==> src/rtl/cipher_pkg.sv <==
// Shared types and helpers for the ciphertext framer: frame FSM states,
// default start-of-frame marker and the checksum accumulation step.
package cipher_pkg;

  typedef enum logic [2:0] {
    IDLE    = 3'd0,
    HDR_SOF = 3'd1,
    HDR_LEN = 3'd2,
    PAYLOAD = 3'd3,
    CSUM    = 3'd4
  } frame_state_t;

  localparam logic [7:0] SOF_DEFAULT = 8'hA5;

  function automatic logic [7:0] xor_accum(input logic [7:0] csum, input logic [7:0] data);
    return csum ^ data;
  endfunction

endpackage

==> src/rtl/byte_fifo.sv <==
// Circular byte buffer with synchronous reset; the head byte is presented
// combinationally so a pop and its data use the same cycle.
module byte_fifo #(
  parameter int DEPTH = 16
) (
  input  logic                     clk,
  input  logic                     rst,
  input  logic                     push,
  input  logic [7:0]               wr_data,
  input  logic                     pop,
  output logic [7:0]               rd_data,
  output logic [$clog2(DEPTH):0]   level,
  output logic                     full,
  output logic                     empty
);
  localparam int AW = $clog2(DEPTH);
  localparam int LW = AW + 1;

  logic [7:0]    mem_r [DEPTH];
  logic [AW-1:0] wr_ptr_r;
  logic [AW-1:0] rd_ptr_r;
  logic [LW-1:0] level_r;

  // Storage array, written only on an accepted push.
  always_ff @(posedge clk) begin
    if (push) begin
      mem_r[wr_ptr_r] <= wr_data;
    end
  end

  // Pointers wrap naturally because DEPTH is a power of two.
  always_ff @(posedge clk) begin
    if (rst) begin
      wr_ptr_r <= AW'(0);
      rd_ptr_r <= AW'(0);
      level_r  <= LW'(0);
    end else begin
      if (push) wr_ptr_r <= wr_ptr_r + AW'(1);
      if (pop)  rd_ptr_r <= rd_ptr_r + AW'(1);
      case ({push, pop})
        2'b10:   level_r <= level_r + LW'(1);
        2'b01:   level_r <= level_r - LW'(1);
        default: level_r <= level_r;
      endcase
    end
  end

  assign rd_data = mem_r[rd_ptr_r];
  assign level   = level_r;
  assign full    = (level_r == LW'(DEPTH));
  assign empty   = (level_r == LW'(0));

endmodule

==> src/rtl/cipher_framer_chk.sv <==
// Property checks for the framer: the FIFO is never popped while empty,
// and a stalled output byte is held until the link accepts it.
module cipher_framer_chk (
  input logic       clk,
  input logic       rst,
  input logic       pop,
  input logic       empty,
  input logic       dout_v,
  input logic       dout_rdy,
  input logic [7:0] dout
);

  a_no_underflow: assert property (@(posedge clk) disable iff (rst) !(pop && empty));

  a_hold_on_stall: assert property (@(posedge clk) disable iff (rst)
    (dout_v && !dout_rdy) |=> (dout_v && $stable(dout)));

endmodule

==> src/rtl/cipher_framer.sv <==
// Buffers the ciphertext byte stream and emits SOF, LEN, payload and XOR
// checksum frames on a registered valid/ready byte interface.
module cipher_framer
  import cipher_pkg::*;
#(
  parameter int         DEPTH       = 16,
  parameter int         PAYLOAD_LEN = 8,
  parameter logic [7:0] SOF_BYTE    = SOF_DEFAULT
) (
  input  logic                   clk,
  input  logic                   rst,
  input  logic [7:0]             din,
  input  logic                   v,
  input  logic                   flush,
  input  logic                   ovf_clr,
  output logic [7:0]             dout,
  output logic                   dout_v,
  input  logic                   dout_rdy,
  output logic                   busy,
  output logic                   ovf,
  output logic [$clog2(DEPTH):0] level
);
  localparam int LW = $clog2(DEPTH) + 1;

  frame_state_t  state_r, state_nxt_s;
  logic [7:0]    dout_r, dout_nxt_s;
  logic [7:0]    csum_r, csum_nxt_s;
  logic [7:0]    len_r, len_nxt_s;
  logic [7:0]    remcnt_r, remcnt_nxt_s;
  logic [7:0]    len_cap_s, head_s;
  logic          dout_v_r, dout_v_nxt_s;
  logic          busy_r, ovf_r;
  logic          push_s, pop_s, full_s, empty_s;
  logic          xfer_s, start_s, full_frame_s;
  logic [LW-1:0] level_s;

  byte_fifo #(.DEPTH(DEPTH)) u_fifo (
    .clk     (clk),
    .rst     (rst),
    .push    (push_s),
    .wr_data (din),
    .pop     (pop_s),
    .rd_data (head_s),
    .level   (level_s),
    .full    (full_s),
    .empty   (empty_s)
  );

  cipher_framer_chk u_chk (
    .clk      (clk),
    .rst      (rst),
    .pop      (pop_s),
    .empty    (empty_s),
    .dout_v   (dout_v_r),
    .dout_rdy (dout_rdy),
    .dout     (dout_r)
  );

  // Full is judged on the registered level, so a same-cycle pop cannot rescue a byte.
  assign push_s       = v && !full_s;
  assign xfer_s       = dout_v_r && dout_rdy;
  assign full_frame_s = (level_s >= LW'(PAYLOAD_LEN));
  assign start_s      = full_frame_s || (flush && !empty_s);
  assign len_cap_s    = full_frame_s ? 8'(PAYLOAD_LEN) : 8'(level_s);

  // Frame state register.
  always_ff @(posedge clk) begin
    if (rst) state_r <= IDLE;
    else     state_r <= state_nxt_s;
  end

  // Next-state decode; every header/payload step advances only on a transfer.
  always_comb begin
    state_nxt_s = state_r;
    case (state_r)
      IDLE:    if (start_s) state_nxt_s = HDR_SOF; else state_nxt_s = IDLE;
      HDR_SOF: if (xfer_s)  state_nxt_s = HDR_LEN; else state_nxt_s = HDR_SOF;
      HDR_LEN: if (xfer_s)  state_nxt_s = PAYLOAD; else state_nxt_s = HDR_LEN;
      PAYLOAD: if (xfer_s && remcnt_r == 8'd1) state_nxt_s = CSUM; else state_nxt_s = PAYLOAD;
      CSUM:    if (xfer_s)  state_nxt_s = IDLE;    else state_nxt_s = CSUM;
      default: state_nxt_s = IDLE;
    endcase
  end

  // Next values of the output/datapath registers and the FIFO pop strobe.
  always_comb begin
    dout_nxt_s   = dout_r;
    dout_v_nxt_s = dout_v_r;
    csum_nxt_s   = csum_r;
    len_nxt_s    = len_r;
    remcnt_nxt_s = remcnt_r;
    pop_s        = 1'b0;
    case (state_r)
      IDLE: begin
        if (start_s) begin
          len_nxt_s    = len_cap_s;
          dout_nxt_s   = SOF_BYTE;
          dout_v_nxt_s = 1'b1;
          csum_nxt_s   = 8'h00;
        end else begin
          dout_v_nxt_s = 1'b0;
        end
      end
      HDR_SOF: begin
        if (xfer_s) begin
          dout_nxt_s   = len_r;
          remcnt_nxt_s = len_r;
        end else begin
          dout_nxt_s   = dout_r;
        end
      end
      HDR_LEN: begin
        if (xfer_s) begin
          pop_s      = 1'b1;
          dout_nxt_s = head_s;
          csum_nxt_s = xor_accum(csum_r, head_s);
        end else begin
          dout_nxt_s = dout_r;
        end
      end
      PAYLOAD: begin
        if (xfer_s) begin
          remcnt_nxt_s = remcnt_r - 8'd1;
          if (remcnt_r > 8'd1) begin
            pop_s      = 1'b1;
            dout_nxt_s = head_s;
            csum_nxt_s = xor_accum(csum_r, head_s);
          end else begin
            dout_nxt_s = csum_r;
          end
        end else begin
          dout_nxt_s = dout_r;
        end
      end
      CSUM: begin
        if (xfer_s) dout_v_nxt_s = 1'b0;
        else        dout_v_nxt_s = 1'b1;
      end
      default: dout_v_nxt_s = 1'b0;
    endcase
  end

  // Output and datapath registers; overflow set takes priority over clear.
  always_ff @(posedge clk) begin
    if (rst) begin
      dout_r   <= 8'h00;
      dout_v_r <= 1'b0;
      busy_r   <= 1'b0;
      ovf_r    <= 1'b0;
      csum_r   <= 8'h00;
      len_r    <= 8'h00;
      remcnt_r <= 8'h00;
    end else begin
      dout_r   <= dout_nxt_s;
      dout_v_r <= dout_v_nxt_s;
      busy_r   <= (state_nxt_s != IDLE);
      csum_r   <= csum_nxt_s;
      len_r    <= len_nxt_s;
      remcnt_r <= remcnt_nxt_s;
      if (v && full_s)   ovf_r <= 1'b1;
      else if (ovf_clr)  ovf_r <= 1'b0;
      else               ovf_r <= ovf_r;
    end
  end

  assign dout   = dout_r;
  assign dout_v = dout_v_r;
  assign busy   = busy_r;
  assign ovf    = ovf_r;
  assign level  = level_s;

endmodule

==> config.mk <==
export PLATFORM = sky130hd
export DESIGN_NAME = cipher_framer
export DESIGN_NICKNAME = d
export VERILOG_FILES = /design/src/rtl/cipher_pkg.sv /design/src/rtl/byte_fifo.sv /design/src/rtl/cipher_framer_chk.sv /design/src/rtl/cipher_framer.sv
export SDC_FILE = /design/constraint.sdc
export NUM_CORES = 1
export LEC_CHECK = 0
export CAP_MARGIN = 40
export CORE_ASPECT_RATIO = 0.5
export CORE_MARGIN = 2
export CORE_UTILIZATION = 55
export CTS_CLUSTER_SIZE = 25
export DETAILED_ROUTE_END_ITERATION = 10
export PLACE_DENSITY = 0.73
export SLEW_MARGIN = 20
export SYNTH_ARGS = -nofsm -noshare
export SYNTH_HDL_FRONTEND = slang
export SYNTH_HIERARCHICAL = 1
export SYNTH_SLANG_ARGS = --single-unit
export TNS_END_PERCENT = 10
==> constraint.sdc <==
create_clock -name clk -period 3.9 [get_ports clk]
set_input_delay 0.39 -clock clk [delete_from_list [all_inputs] [get_ports clk]]
set_output_delay 0.39 -clock clk [all_outputs]
set_load 0.01 [all_outputs]
==> summary.md <==
| Metric | Value |
|---|---|
| Share of the synthesized area in the top cell type | `0.501` |
| PortBufs | `29` |
| Sequential power share | `0.518` |
| Setup CP Type | `register to register` |
| Routed Antenna Nets | `0` |
| Final Cycle Share | `0.795` |
| Top post-synthesis cells by area | `edfxtp_1 (50%), dfxtp_1 (14%), mux4_2 (5.3%), mux4_1 (4.8%), a22oi_1 (1.9%)` |
| Pin count of the biggest net entering global routing | `33` |
| Yosys cell types | `62` |
| Clk_skew | `0.0176 ns` |
| Max frequency | `0.322 GHz` |
| Slew HR | `0.530` |
| Die area | `15000 um2` |
| Synth Register Bits | `180` |
| Net count after synthesis | `548` |
| Residual DRC | `0` |
| RSZ-0062 raised after global routing | `no` |
| Worst-path fanout max | `9` |
| Clk pwr share | `0.430` |
| DPL Wire Length | `between 9000 and 10000 um` |
| Final Hold Vio Count | `0` |
| CTS clk-pin slew, worst paths | `0.07 ns` |
| Leak | `2.95 nW` |
| Most used flip-flop cell after synthesis | `edfxtp_1` |
| Pins Over Slew Limit | `0` |
| Filler instances | `about 970` |
| Via count | `4559` |
| Sequential area share after synthesis | `0.637` |
| VDD IR-drop max | `0.000350 V` |
| GRT Util Overall | `0.215` |
| Initial core utilization | `0.565` |
| Avg Cell Area, Syn | `14.7 um2` |
| Clk sinks | `180` |
| Cells after DPL | `725` |
| Final Net Count | `577` |
| Post-synth ARST share | `0` |
| Clock latency reported for the late side of the worst-skew pair | `approximately 0.42 ns` |
| H-tree levels | `4` |
| Internal | `approximately 0.0031 W` |
| Comb power frac | `0.052` |
| # IOs | `30` |
| Post-Syn Area | `7670 um2` |
| Startpoint type of the worst setup path | `register` |
| Hold-fix buffers at CTS | `0` |
| WP data arrival | `~3.5 ns` |
| Clk root buf | `clkbuf_16` |
| Crit. End Element | `register` |
| Core Area | `between 10000 and 15000 um2` |
| Buffers from clock root to sink, at most | `2` |
| Worst-Margin Slew | `0.704 ns` |
| Count of cells resized by post-cts repair | `0` |
| Vias/cell | `6.02` |
| R2R Setup Slk | `0.80 ns` |
| Worst EP required | `4.26 ns` |
| CTS tree | `done` |
| DRT Pass-1 Iters | `5` |
| Syn Inst Count | `523` |
| Fin crit period | `3.10 ns` |
| Sw Pwr | `around 0.00096 W` |
| First-pass GRT wire length | `between 20000 and 25000 um` |
| Final Wtd Congestion | `0.835` |
| Wire per inst | `around 20 um` |
| Util after Layout | `0.641` |
| Area of the multi-input gates | `about 2600 um2` |
| Number of diodes | `0` |
| Post-synth top area cell | `edfxtp_1` |
| Max cap viols | `0` |
| Site row count | `30` |
| Non-Filler Instances | `757` |
| Final wirelength | `approximately 15000 um` |
| DIE HEIGHT | `87.5 um` |
| Setup total negative slack | `0 ns` |
| Share of layout cells above drive strength 1 | `0.120` |
| 1st-iter DRT viols | `460` |
| GRT Residual Overflow | `0` |
| # Post-CTS Setup Buffers | `0` |
| Outcome | `finished, final reports clean` |
| Die width | `171 um` |
| Switching Fraction | `0.237` |
| CTS buffer count | `17` |
| Worst hold path type | `primary input to register` |
| Vias in the first global route | `4345` |
| Storage element area | `4890 um2` |
| Initial antenna violation count | `0` |
| Post-synth EDFFs | `approximately 130` |
| Cell Pwr Density | `467 nW/um2` |
| Synth warn | `6` |
| Layout area overhead | `13.5%` |
| # setup viols final | `0` |
[worst paths after layout]
kind,to,cells after the start,startpoint
setup reg to reg,u_fifo/level[4]$_SDFFE_PP0P_,10,remcnt_r[3]$_SDFFE_PP0P_
hold / removal,u_fifo/wr_ptr_r[2]$_SDFFE_PP0P_,2,rst
hold reg to reg,ovf$_SDFFE_PP0P_,2,ovf$_SDFFE_PP0P_
setup / recovery,u_fifo/level[4]$_SDFFE_PP0P_,10,remcnt_r[3]$_SDFFE_PP0P_
[Yosys cell counts (2+ instances only)]
library cell and count:
nor3_1 20, nor4_1 3, nand3_1 5, nor4b_1 2, buf_6 5, o21ai_0 13, nor2b_1 9, and4bb_1 3
mux4_2 18, mux4_1 14, a211o_1 9, nand4_1 5, buf_1 2, a22oi_1 19, nor3b_1 9, mux2i_1 4
nand4b_1 3, a21oi_1 13, nand2b_1 9, ha_1 11, a221oi_1 7, clkbuf_1 11, nor2_1 37, or3_1 4
nor4bb_1 5, or2_2 2, edfxtp_1 128, dfxtp_1 52, inv_1 11, nand2_1 28, clkdlybuf4s25_2 3, and2_1 17
xor2_1 6, xnor2_1 5, buf_2 4
[stage by stage]
stage / setup WS (ns) / power (W) / hold slack [ns] / instance area (um2)
after floorplan: 0.646 / 0.00227 / 0.422 / 7670
after global placement: 0.789 / 0.00236 / 0.452 / 8090
after detailed placement: 0.727 / 0.00236 / 0.461 / 8090
after CTS: 0.806 / 0.00410 / 0.340 / 8710
after global routing: 0.567 / 0.00421 / 0.369 / 8710
final: 0.798 / 0.00407 / 0.352 / 8710
[cell type report]
| type | count | share of cell area |
|---|---|---|
| flip-flops and latches | 180 | 0.561 |
| multi-input cells | 306 | 0.297 |
| clock buffers | 17 | 0.0488 |
| repair buffers | 36 | 0.0388 |
| well taps | 192 | 0.0276 |
| clock inverters | 15 | 0.0227 |
| inverters | 11 | 0.00474 |
[kinds of logic after synthesis]
group	count (synthesis)	share of synthesized area
flops	180	0.637
fa+ha+maj	11	0.0179
buf+inv	37	0.0266
simple gates	172	0.130
mux	37	0.107
compound gates	75	0.0691
xor+xnor	11	0.0126
[worst max-delay path, cell delays in order (launching register included)]
cell and delay (ns):
dfxtp_1 0.36, or4_4 0.59, nor4b_4 0.29, nor3_1 0.09
buf_4 0.17, ha_1 0.29, ha_1 0.36, o21ai_0 0.08
or3_1 0.35, a2111o_1 0.39, nand4_1 0.07
[power groups by stage]
stage	clock network, W	logic (W)	registers (W)
2_1_floorplan	0	0.000121	0.00215
3_3_place_gp	0	0.000207	0.00215
3_5_place_dp	0	0.000210	0.00215
4_1_cts	0.00178	0.000213	0.00211
5_1_grt	0.00186	0.000234	0.00211
6_report	0.00175	0.000212	0.00211
[registers in the layout (all words and copies together), names as in the netlist, named ones only]
signal / count
u_fifo/level: 5
u_fifo/rd_ptr_r: 4
dout: 8
csum_r: 8
dout_v: 1
state_r: 3
busy: 1
ovf: 1
remcnt_r: 8
u_fifo/mem_r: 128
len_r: 5
u_fifo/wr_ptr_r: 4
[layer usage]
| layer | routed length [um] | GRT usage | share of wire |
|---|---|---|---|
| met1 | 7040 | 0.306 | 0.47 |
| met2 | 6970 | 0.333 | 0.46 |
| met5 | 0 | 0 | 0 |
| met4 | 171 | 0.0755 | 0.011 |
| met3 | 913 | 0.0495 | 0.060 |
[placed cells by master (no fill, tap or decap), types with 5 or more instances in the layout]
master           synthesis  routed
inv_1                   11      11
inv_6                    0       5
nand2b_1                 9       9
xor2_1                   6       6
edfxtp_1               128     128
xnor2_1                  5       5
buf_4                    1       7
and2_1                  17      17
o21ai_0                 13      13
nor3_1                  20      20
clkdlybuf4s50_1          0      28
mux4_1                  14      14
clkbuf_16                0      17
mux4_2                  18      18
nor2_1                  37      37
nand2_1                 28      28
dfxtp_1                 52      51
a21oi_1                 13      13
ha_1                    11      11
a211o_1                  9       9
nor2b_1                  9       9
a221oi_1                 7       7
nand4_1                  5       5
nor4bb_1                 5       5
nor3b_1                  9       9
nand3_1                  5       5
a22oi_1                 19      19
No activity file was read; power rests on OpenSTA's default activity.
